**config.mk**
```make
export PLATFORM = sky130hd
export DESIGN_NAME = inst_queue
export DESIGN_NICKNAME = d
export VERILOG_FILES = /design/src/rtl/inst_queue.sv
export SDC_FILE = /design/constraint.sdc
export NUM_CORES = 1
export LEC_CHECK = 0
export ABC_AREA = 1
export CAP_MARGIN = 20
export CORE_UTILIZATION = 35
export CTS_BUF_LIST = sky130_fd_sc_hd__clkbuf_8
export CTS_CLUSTER_SIZE = 8
export DETAILED_ROUTE_END_ITERATION = 16
export GPL_TIMING_DRIVEN = 0
export HOLD_SLACK_MARGIN = 0.06
export PLACE_DENSITY_LB_ADDON = 0.15
export SYNTH_ARGS = -nofsm -noshare
export SYNTH_HDL_FRONTEND = slang
export SYNTH_SLANG_ARGS = --single-unit
```
**constraint.sdc**
```tcl
create_clock -name clk -period 8.4 [get_ports clk]
set_input_delay 1.68 -clock clk [delete_from_list [all_inputs] [get_ports clk]]
set_output_delay 1.68 -clock clk [all_outputs]
set_load 0.03 [all_outputs]
```
**src/rtl/inst_queue.sv**
```systemverilog
// Instruction queue between fetch and decode: a DEPTH-entry circular FIFO of (inst, pc) pairs.
// It has registered-only output visibility, and flush or reset discards every entry on the edge.
module inst_queue #(
  parameter int DEPTH = 4,
  parameter int WIDTH = 32
) (
  input  logic                     clk,
  input  logic                     rst_n,
  input  logic                     in_valid,
  input  logic [WIDTH-1:0]         in_inst,
  input  logic [WIDTH-1:0]         in_pc,
  output logic                     in_ready,
  output logic                     out_valid,
  output logic [WIDTH-1:0]         out_inst,
  output logic [WIDTH-1:0]         out_pc,
  input  logic                     out_ready,
  input  logic                     flush,
  output logic [$clog2(DEPTH):0]   count
);

  localparam int PTR_W = $clog2(DEPTH);
  localparam logic [PTR_W:0] FULL_CNT = (PTR_W + 1)'(DEPTH);

  logic [WIDTH-1:0] inst_mem [DEPTH];
  logic [WIDTH-1:0] pc_mem   [DEPTH];
  logic [PTR_W-1:0] head;
  logic [PTR_W-1:0] tail;
  logic             push;
  logic             pop;

  // in_ready depends on state only, so a full queue never accepts even when popping.
  assign in_ready  = (count != FULL_CNT);
  assign out_valid = (count != '0);
  assign push      = in_valid && in_ready && !flush;
  assign pop       = out_valid && out_ready && !flush;

  assign out_inst = out_valid ? inst_mem[head] : '0;
  assign out_pc   = out_valid ? pc_mem[head]   : '0;

  always_ff @(posedge clk) begin
    if (!rst_n || flush) begin
      head  <= '0;
      tail  <= '0;
      count <= '0;
    end else begin
      if (push) tail <= tail + 1'b1;
      if (pop)  head <= head + 1'b1;
      case ({push, pop})
        2'b10:   count <= count + 1'b1;
        2'b01:   count <= count - 1'b1;
        default: count <= count;
      endcase
    end
  end

  // Storage is never cleared; validity comes from head/tail/count alone.
  always_ff @(posedge clk) begin
    if (rst_n && push) begin
      inst_mem[tail] <= in_inst;
      pc_mem[tail]   <= in_pc;
    end
  end

endmodule
```
==> out/metrics.yaml, run 1 <==
area.sequential_um2: 7870
cts_sinks: 265
relSlewSlack_pct: 51.4
cts_made_buffers: 44
grt_pass1_wl_mm: 36.9
cts_hold_buf: 0
syn_area_um2: 10400
dieArea_um2: 30500
hold_slack_ns: 0.507
drive_gt1_share_pct: 8.97
vias_per_cell: 4.65
outcome: "finished clean"
hold_viol: 0
wirelength_mm: 24.6
ir_drop_mv: 0.0886
max_freq_ghz: 0.227
synth_area_leaders: "edfxtp_1 (74%), nor2_1 (9.7%), o21ai_0 (5.8%)"
synth_seq_cells: 265
min_path_type: "reg2reg"
route.vias.total: 6664
fin_setup_tns_ns: 0
p_switching_uw: 575
cts_max_path_buffers: 3
cp_max_fo: 10
multiInputGateArea_um2: 2200
drv_cap: 0
wl_per_cell_um: 17.2
grt.busiest_layer: "met2"
cts_resized: 0
ys_seq_area_share_pct: 75.5
remaining_drc_errors: 0
cts-root-buf: "clkbuf_8"
pwr-share-clk_pct: 37.3
gr-total-overflow: 0
gp_congestion: 0.711
yosysWarningCount: 0
synth_top_area_cell: "edfxtp_1"
htreeDepth: 2
io_buffers: 137
tritoncts: "built"
areaGrowthSynthToFinish_pct: 26.8
nets: 1095
clk_pin_slew_worst_paths_ns: 0.06
worst_ep_arrival_time_ns: 2.72
met2_usage_pct: 27.2
cp-start-kind: "register"
io_pins: 138
p_leak_nw: 4.51
met1_usage_pct: 21.1
rows: 62
crit_type: "reg2out"
finalMaxSlewViolations: 0
fp.dieH_um: 175
netlist_instances: 829
grt_start_max_net_pins: 29
instances_no_fill: 1432
powerDensity_nw_per_um2: 197
antenna_cells: 0
endpoint_kind: "primary output"
hpwl_mm: 15.2
syn_nets: 904
yosysTopAreaCellShare_pct: 73.7
comb_power_share_pct: 6.5
first_iter_violations: 417
p_int_mw: 2.03
first_global_vias: 6592
period_minus_slack_ns: 4.40
grtUsageMet3_pct: 2.94
setup_viol: 0
die_w_um: 175
p_total_mw: 2.61
finalClockSkew_ns: 0.00658
core_um2: 29000
tightest_slew_ns: 0.728
antenna_found_initial: 0
fill_cells: 2655
ant_nets: 0
switching_share_pct: 22.1
clk_latency_ns: 0.53
critPathRequiredTime_ns: 6.72
postSynthAreaPerCell_um2: 12.6
firstDrtPassIters: 5
rsz0062_at_grt: "false"
post-route-period-util_pct: 52.4
power.share.sequential_pct: 56.2
grtUsageTotal_pct: 16.1
synth_cell_types: 17
postCtsSetupBuffers: 0
placedCellCount: 1358
initial_core_util_pct: 35.9
state kept, by name (all words and copies together) (netlist names), named ones only:
| register | cells |
|---|---|
| pc_mem | 128 |
| count | 3 |
| head | 2 |
| tail | 2 |
| inst_mem | 128 |
worst paths after layout:
check | startpoint | cells past startpoint | to | slack [ns]
max reg2reg | count[1]$_SDFFE_PP0P_ | 6 | pc_mem[2][8]$_DFFE_PP_ | 5.98
max | register | 6 | out_pc[7] | 4.00
min | tail[0]$_SDFFE_PP0P_ | 2 | tail[0]$_SDFFE_PP0P_ | 0.51
min reg2reg | tail[0]$_SDFFE_PP0P_ | 2 | tail[0]$_SDFFE_PP0P_ | 0.51
metrics by stage:
step	utilization, %	area (um^2)	setup WS [ns]
final	45.5	13200	4.00
after global routing	45.5	13200	3.77
after CTS	45.5	13200	3.92
after detailed placement	43.0	12500	4.15
after global placement	42.3	12300	0.293
after floorplan	-	10400	3.17
routing by layer:
metal	up-vias	routed length, um
li1	3304	-
met1	3138	10800
met2	181	12100
met3	41	1250
met4	0	450
met5	-	0
cells in the mapped netlist:
| master | count |
|---|---|
| a21oi_1 | 69 |
| buf_1 | 5 |
| buf_2 | 14 |
| buf_4 | 4 |
| buf_6 | 12 |
| clkbuf_1 | 12 |
| dfxtp_1 | 9 |
| edfxtp_1 | 256 |
| fa_1 | 1 |
| ha_1 | 5 |
| inv_1 | 19 |
| inv_2 | 3 |
| nand2_1 | 15 |
| nand3_1 | 6 |
| nor2_1 | 269 |
| o21ai_0 | 120 |
| o21ai_1 | 10 |
kinds of logic (layout without fill, tap and decap cells):
group | after synthesis | in the layout | synth area share [%]
compound gates | 199 | 199 | 9.55
fa+ha+maj | 6 | 6 | 0.792
buf+inv | 69 | 288 | 3.66
flops | 265 | 265 | 75.5
simple gates | 290 | 290 | 10.5
worst max-delay path, stage by stage, from the launching register on:
cell             delay, ns
dfxtp_1               0.34
inv_2                 0.06
buf_4                 0.18
clkbuf_1              0.46
o21ai_0               0.18
a21oi_1               0.24
clkdlybuf4s50_1       0.72
power by group through the flow:
stage	Combinational [mW]	Sequential, mW	Clock, mW
finish	0.168	1.47	0.974
global route	0.181	1.47	1.05
CTS	0.171	1.47	1.00
detailed placement	0.170	1.49	0
global placement	0.167	1.49	0
floorplan	0.0714	1.49	0
area by class of cell:
class	instances	area share, %
Inverter	22	0.625
Timing Repair Buffer	145	11.6
Sequential cell	265	59.5
Clock inverter	28	0.862
Tap cell	384	3.64
Multi-Input combinational cell	495	16.7
Clock buffer	46	4.79
Buffer	47	2.26
cells in the final DEF, fill, tap and decap left out:
cell type and count:
nor2_1 265, nand2_1 15, clkinv_2 1, clkbuf_8 46, a21oi_1 69, buf_2 14
clkbuf_1 12, buf_6 12, fa_1 1, buf_12 8, buf_4 4, nor2_4 4
o21ai_1 10, inv_2 3, inv_1 37, ha_1 5, clkinvlp_4 2, clkdlybuf4s50_1 137
edfxtp_1 256, dfxtp_1 9, o21ai_0 120, buf_1 5, nand3_1 6, clkinv_1 7
No activity file was read; power rests on OpenSTA's default activity.
==> run 2, diff against run 1 <==
clock period = 3.8 ns   (was 8.4 ns; I/O delays follow)
==> results of run 2 <==
Same layout as run 1 (identical final DEF). Status: finished clean.
Main changes from that run: setup slack after placement 4.15 ns -> 0.473 ns; setup slack after layout 4.00 ns -> 0.322 ns; register-to-register setup slack 5.98 ns -> 1.38 ns; total power 2.61 mW -> 5.76 mW; worst IR drop on VDD 0.0886 mV -> 0.196 mV
==> run 3, diff against run 2 <==
CTS_BUF_LIST = unset   (was sky130_fd_sc_hd__clkbuf_8)
CTS_CLUSTER_DIAMETER = 120   (was unset)
==> run 3 against run 2 <==
Cell area increased by 2.4%. Combinational power hardly changed. Critical path type unchanged. Routed wire length fell by 0.73%. Global-route usage shrank 0.089 points. Setup slack better by 0.021 ns. Hold slack worse by 0.0014 ns. Sequential share of layout area is 1.4 points lower. First-iteration DRC count up 6.0%. Clock skew increased by 0.0094 ns. Die area unchanged. Via count rose by 0.12%. Flip-flop and latch count stayed put.
==> out/metrics.yaml, run 3 (synthesis gave the netlist of run 1 again) <==
outcome: "finished clean"
rsz0062_at_grt: "false"
critPathRequiredTime_ns: 3.04
reg_top3: "inst_mem (128), pc_mem (128), count (3)"
first_global_vias: 6534  # -0.88%
gp_congestion: 0.711  # unchanged
antenna_found_initial: 1  # +1
power.share.sequential_pct: 48.9  # -7.3 points
route.vias.total: 6672  # +0.12%
ant_nets: 0  # unchanged
area.sequential_um2: 7870  # unchanged
wirelength_mm: 24.5  # -0.73%
cts_sinks: 265  # unchanged
mostFrequentLayoutCells: "nor2_1 (265), edfxtp_1 (256), clkdlybuf4s50_1 (137), o21ai_0 (120), a21oi_1 (69)"
finalClockSkew_ns: 0.0160  # +0.00941 ns
fp.dieH_um: 175  # unchanged
vias_per_cell: 4.74  # +1.8%
path_cells: "inv_2, buf_4, clkbuf_1, o21ai_0, a21oi_1, clkdlybuf4s50_1"
gr-total-overflow: 0  # unchanged
cts_max_path_buffers: 3  # unchanged
areaGrowthSynthToFinish_pct: 29.8
instances_no_fill: 1408  # -1.7%
core_um2: 29000  # unchanged
hpwl_mm: 15.2  # unchanged
placedCellCount: 1358  # unchanged
drive_gt1_share_pct: 8.50  # -0.47 points
layout_commonest_cell: "nor2_1"
crit_buf_inv: 4  # unchanged
ir_drop_mv: 0.239
pwr-share-clk_pct: 45.5  # +8.2 points
path_depth: 6  # unchanged
die_w_um: 175  # unchanged
max_freq_ghz: 0.289
cts_hold_buf: 0  # unchanged
hold_viol: 0  # unchanged
io_buffers: 137  # unchanged
grt_start_max_net_pins: 29  # unchanged
fill_cells: 2588  # -2.5%
postCtsSetupBuffers: 0  # unchanged
fin_setup_tns_ns: 0  # unchanged
relSlewSlack_pct: 53.2  # +1.9 points
powerDensity_nw_per_um2: 490
switching_share_pct: 20.1
cts_resized: 0  # unchanged
dieArea_um2: 30500  # unchanged
firstDrtPassIters: 5  # unchanged
cp_max_fo: 10  # unchanged
remaining_drc_errors: 0  # unchanged
period_minus_slack_ns: 3.46
comb_power_share_pct: 5.6  # -0.9 points
timing.rr.end: "pc_mem[2][6]$_DFFE_PP_"
rrSetupSlack_ns: 1.38
cts_made_buffers: 39  # -11%
reg2reg_from: "count[1]$_SDFFE_PP0P_"
htreeDepth: 2  # unchanged
io_pins: 138  # unchanged
first_iter_violations: 442  # +6.0%
grtUsageTotal_pct: 16.0  # -0.089 points
stdcell_area_um2: 13500  # +2.4%
nets: 1090  # -0.46%
finalMaxSlewViolations: 0  # unchanged
endpoint_kind: "primary output"
clk_latency_ns: 0.50  # -0.03 ns
crit_path_end: "out_pc[7]"
cts-root-buf: "clkbuf_16"
crit_slowest_cell: "clkdlybuf4s50_1"
clk_pin_slew_worst_paths_ns: 0.05  # about the same
rows: 62  # unchanged
p_int_mw: 5.30
r2r_cells: 6  # unchanged
tritoncts: "built"
crit_family: "buffers and inverters"
p_leak_nw: 4.58  # +1.7%
wl_per_cell_um: 17.4  # +0.96%
multiInputGateArea_um2: 2200  # unchanged
p_switching_mw: 1.34
cp-start-kind: "register"
setup_viol: 0  # unchanged
drv_cap: 0  # unchanged
min_path_type: "reg2reg"
post_dp_cell_area_um2: 12500  # unchanged
grt_pass1_wl_mm: 36.7  # -0.54%
post-route-period-util_pct: 91.0
initial_core_util_pct: 35.9  # unchanged
worst_ep_arrival_time_ns: 2.70  # -0.02 ns
crit_type: "reg2out"
tightest_slew_ns: 0.700  # -0.0281 ns
cpPeakStageDelay_ns: 0.72  # about the same
==> run 3: cell types whose count changed in the layout (fill, tap and decap cells not counted) <==
cell,previous run,this run
clkbuf_16,0,41
clkinv_1,7,0
clkinv_4,0,1
inv_1,37,19
clkbuf_1,12,19
clkinvlp_4,2,0
clkbuf_8,46,0
clkinv_2,1,0
diode_2,0,1
==> run 3: worst min-delay path by stage <==
stage / to / from / cells after the start / slack (ns)
after floorplan: register / head[1]$_SDFFE_PP0P_ / 2 / 0.46
after global placement: head[1]$_SDFFE_PP0P_ / head[1]$_SDFFE_PP0P_ / 2 / 0.49
after detailed placement: tail[1]$_SDFFE_PP0P_ / tail[1]$_SDFFE_PP0P_ / 2 / 0.50
after CTS: tail[0]$_SDFFE_PP0P_ / tail[0]$_SDFFE_PP0P_ / 2 / 0.51
after global routing: tail[1]$_SDFFE_PP0P_ / tail[1]$_SDFFE_PP0P_ / 2 / 0.54
final: tail[0]$_SDFFE_PP0P_ / tail[0]$_SDFFE_PP0P_ / 2 / 0.51
==> run 3: per-stage QoR <==
| step | setup slack [ns] | hold WS (ns) | total power [mW] | utilization, % |
|---|---|---|---|---|
| 2_1_floorplan | -0.508 | 0.462 | 3.46 | - |
| 3_3_place_gp | -3.39 | 0.493 | 3.67 | 42.3 |
| 3_5_place_dp | 0.473 | 0.503 | 3.68 | 43.0 |
| 4_1_cts | 0.282 | 0.510 | 6.70 | 46.6 |
| 5_1_grt | 0.133 | 0.544 | 6.83 | 46.6 |
| 6_report | 0.343 | 0.506 | 6.63 | 46.6 |
==> run 3: power groups by stage <==
| stage | Combinational [mW] | Sequential [mW] | Clock, mW |
|---|---|---|---|
| 2_1_floorplan | 0.158 | 3.30 | 0 |
| 3_3_place_gp | 0.368 | 3.30 | 0 |
| 3_5_place_dp | 0.377 | 3.30 | 0 |
| 4_1_cts | 0.378 | 3.25 | 3.08 |
| 5_1_grt | 0.400 | 3.24 | 3.19 |
| 6_report | 0.372 | 3.25 | 3.02 |
==> run 3: layer usage <==
layer	GRT usage [%]	vias to the layer above	routed length (um)
met5	0	-	0
met4	4.60	0	387
met3	3.15	35	1180
met2	27.1	154	12000
met1	21.0	3196	10900
li1	-	3287	-
==> run 3: worst reg2reg max path, stage by stage (launching register included) <==
cell     delay, ns
dfxtp_1       0.38
nor2_1        0.08
nand2_1       0.14
nand3_1       0.33
nor2_4        0.63
buf_12        0.28
buf_12        0.23
==> run 3: final cells by class <==
cell class	instances	share of cell area, %
sequential	265	58.2
multi-input combinational	495	16.3
timing repair buffer	145	11.3
clock buffer	48	7.78
tap	384	3.55
buffer	47	2.21
inverter	22	0.610
clock inverter	1	0.0647
antenna	1	0.0185
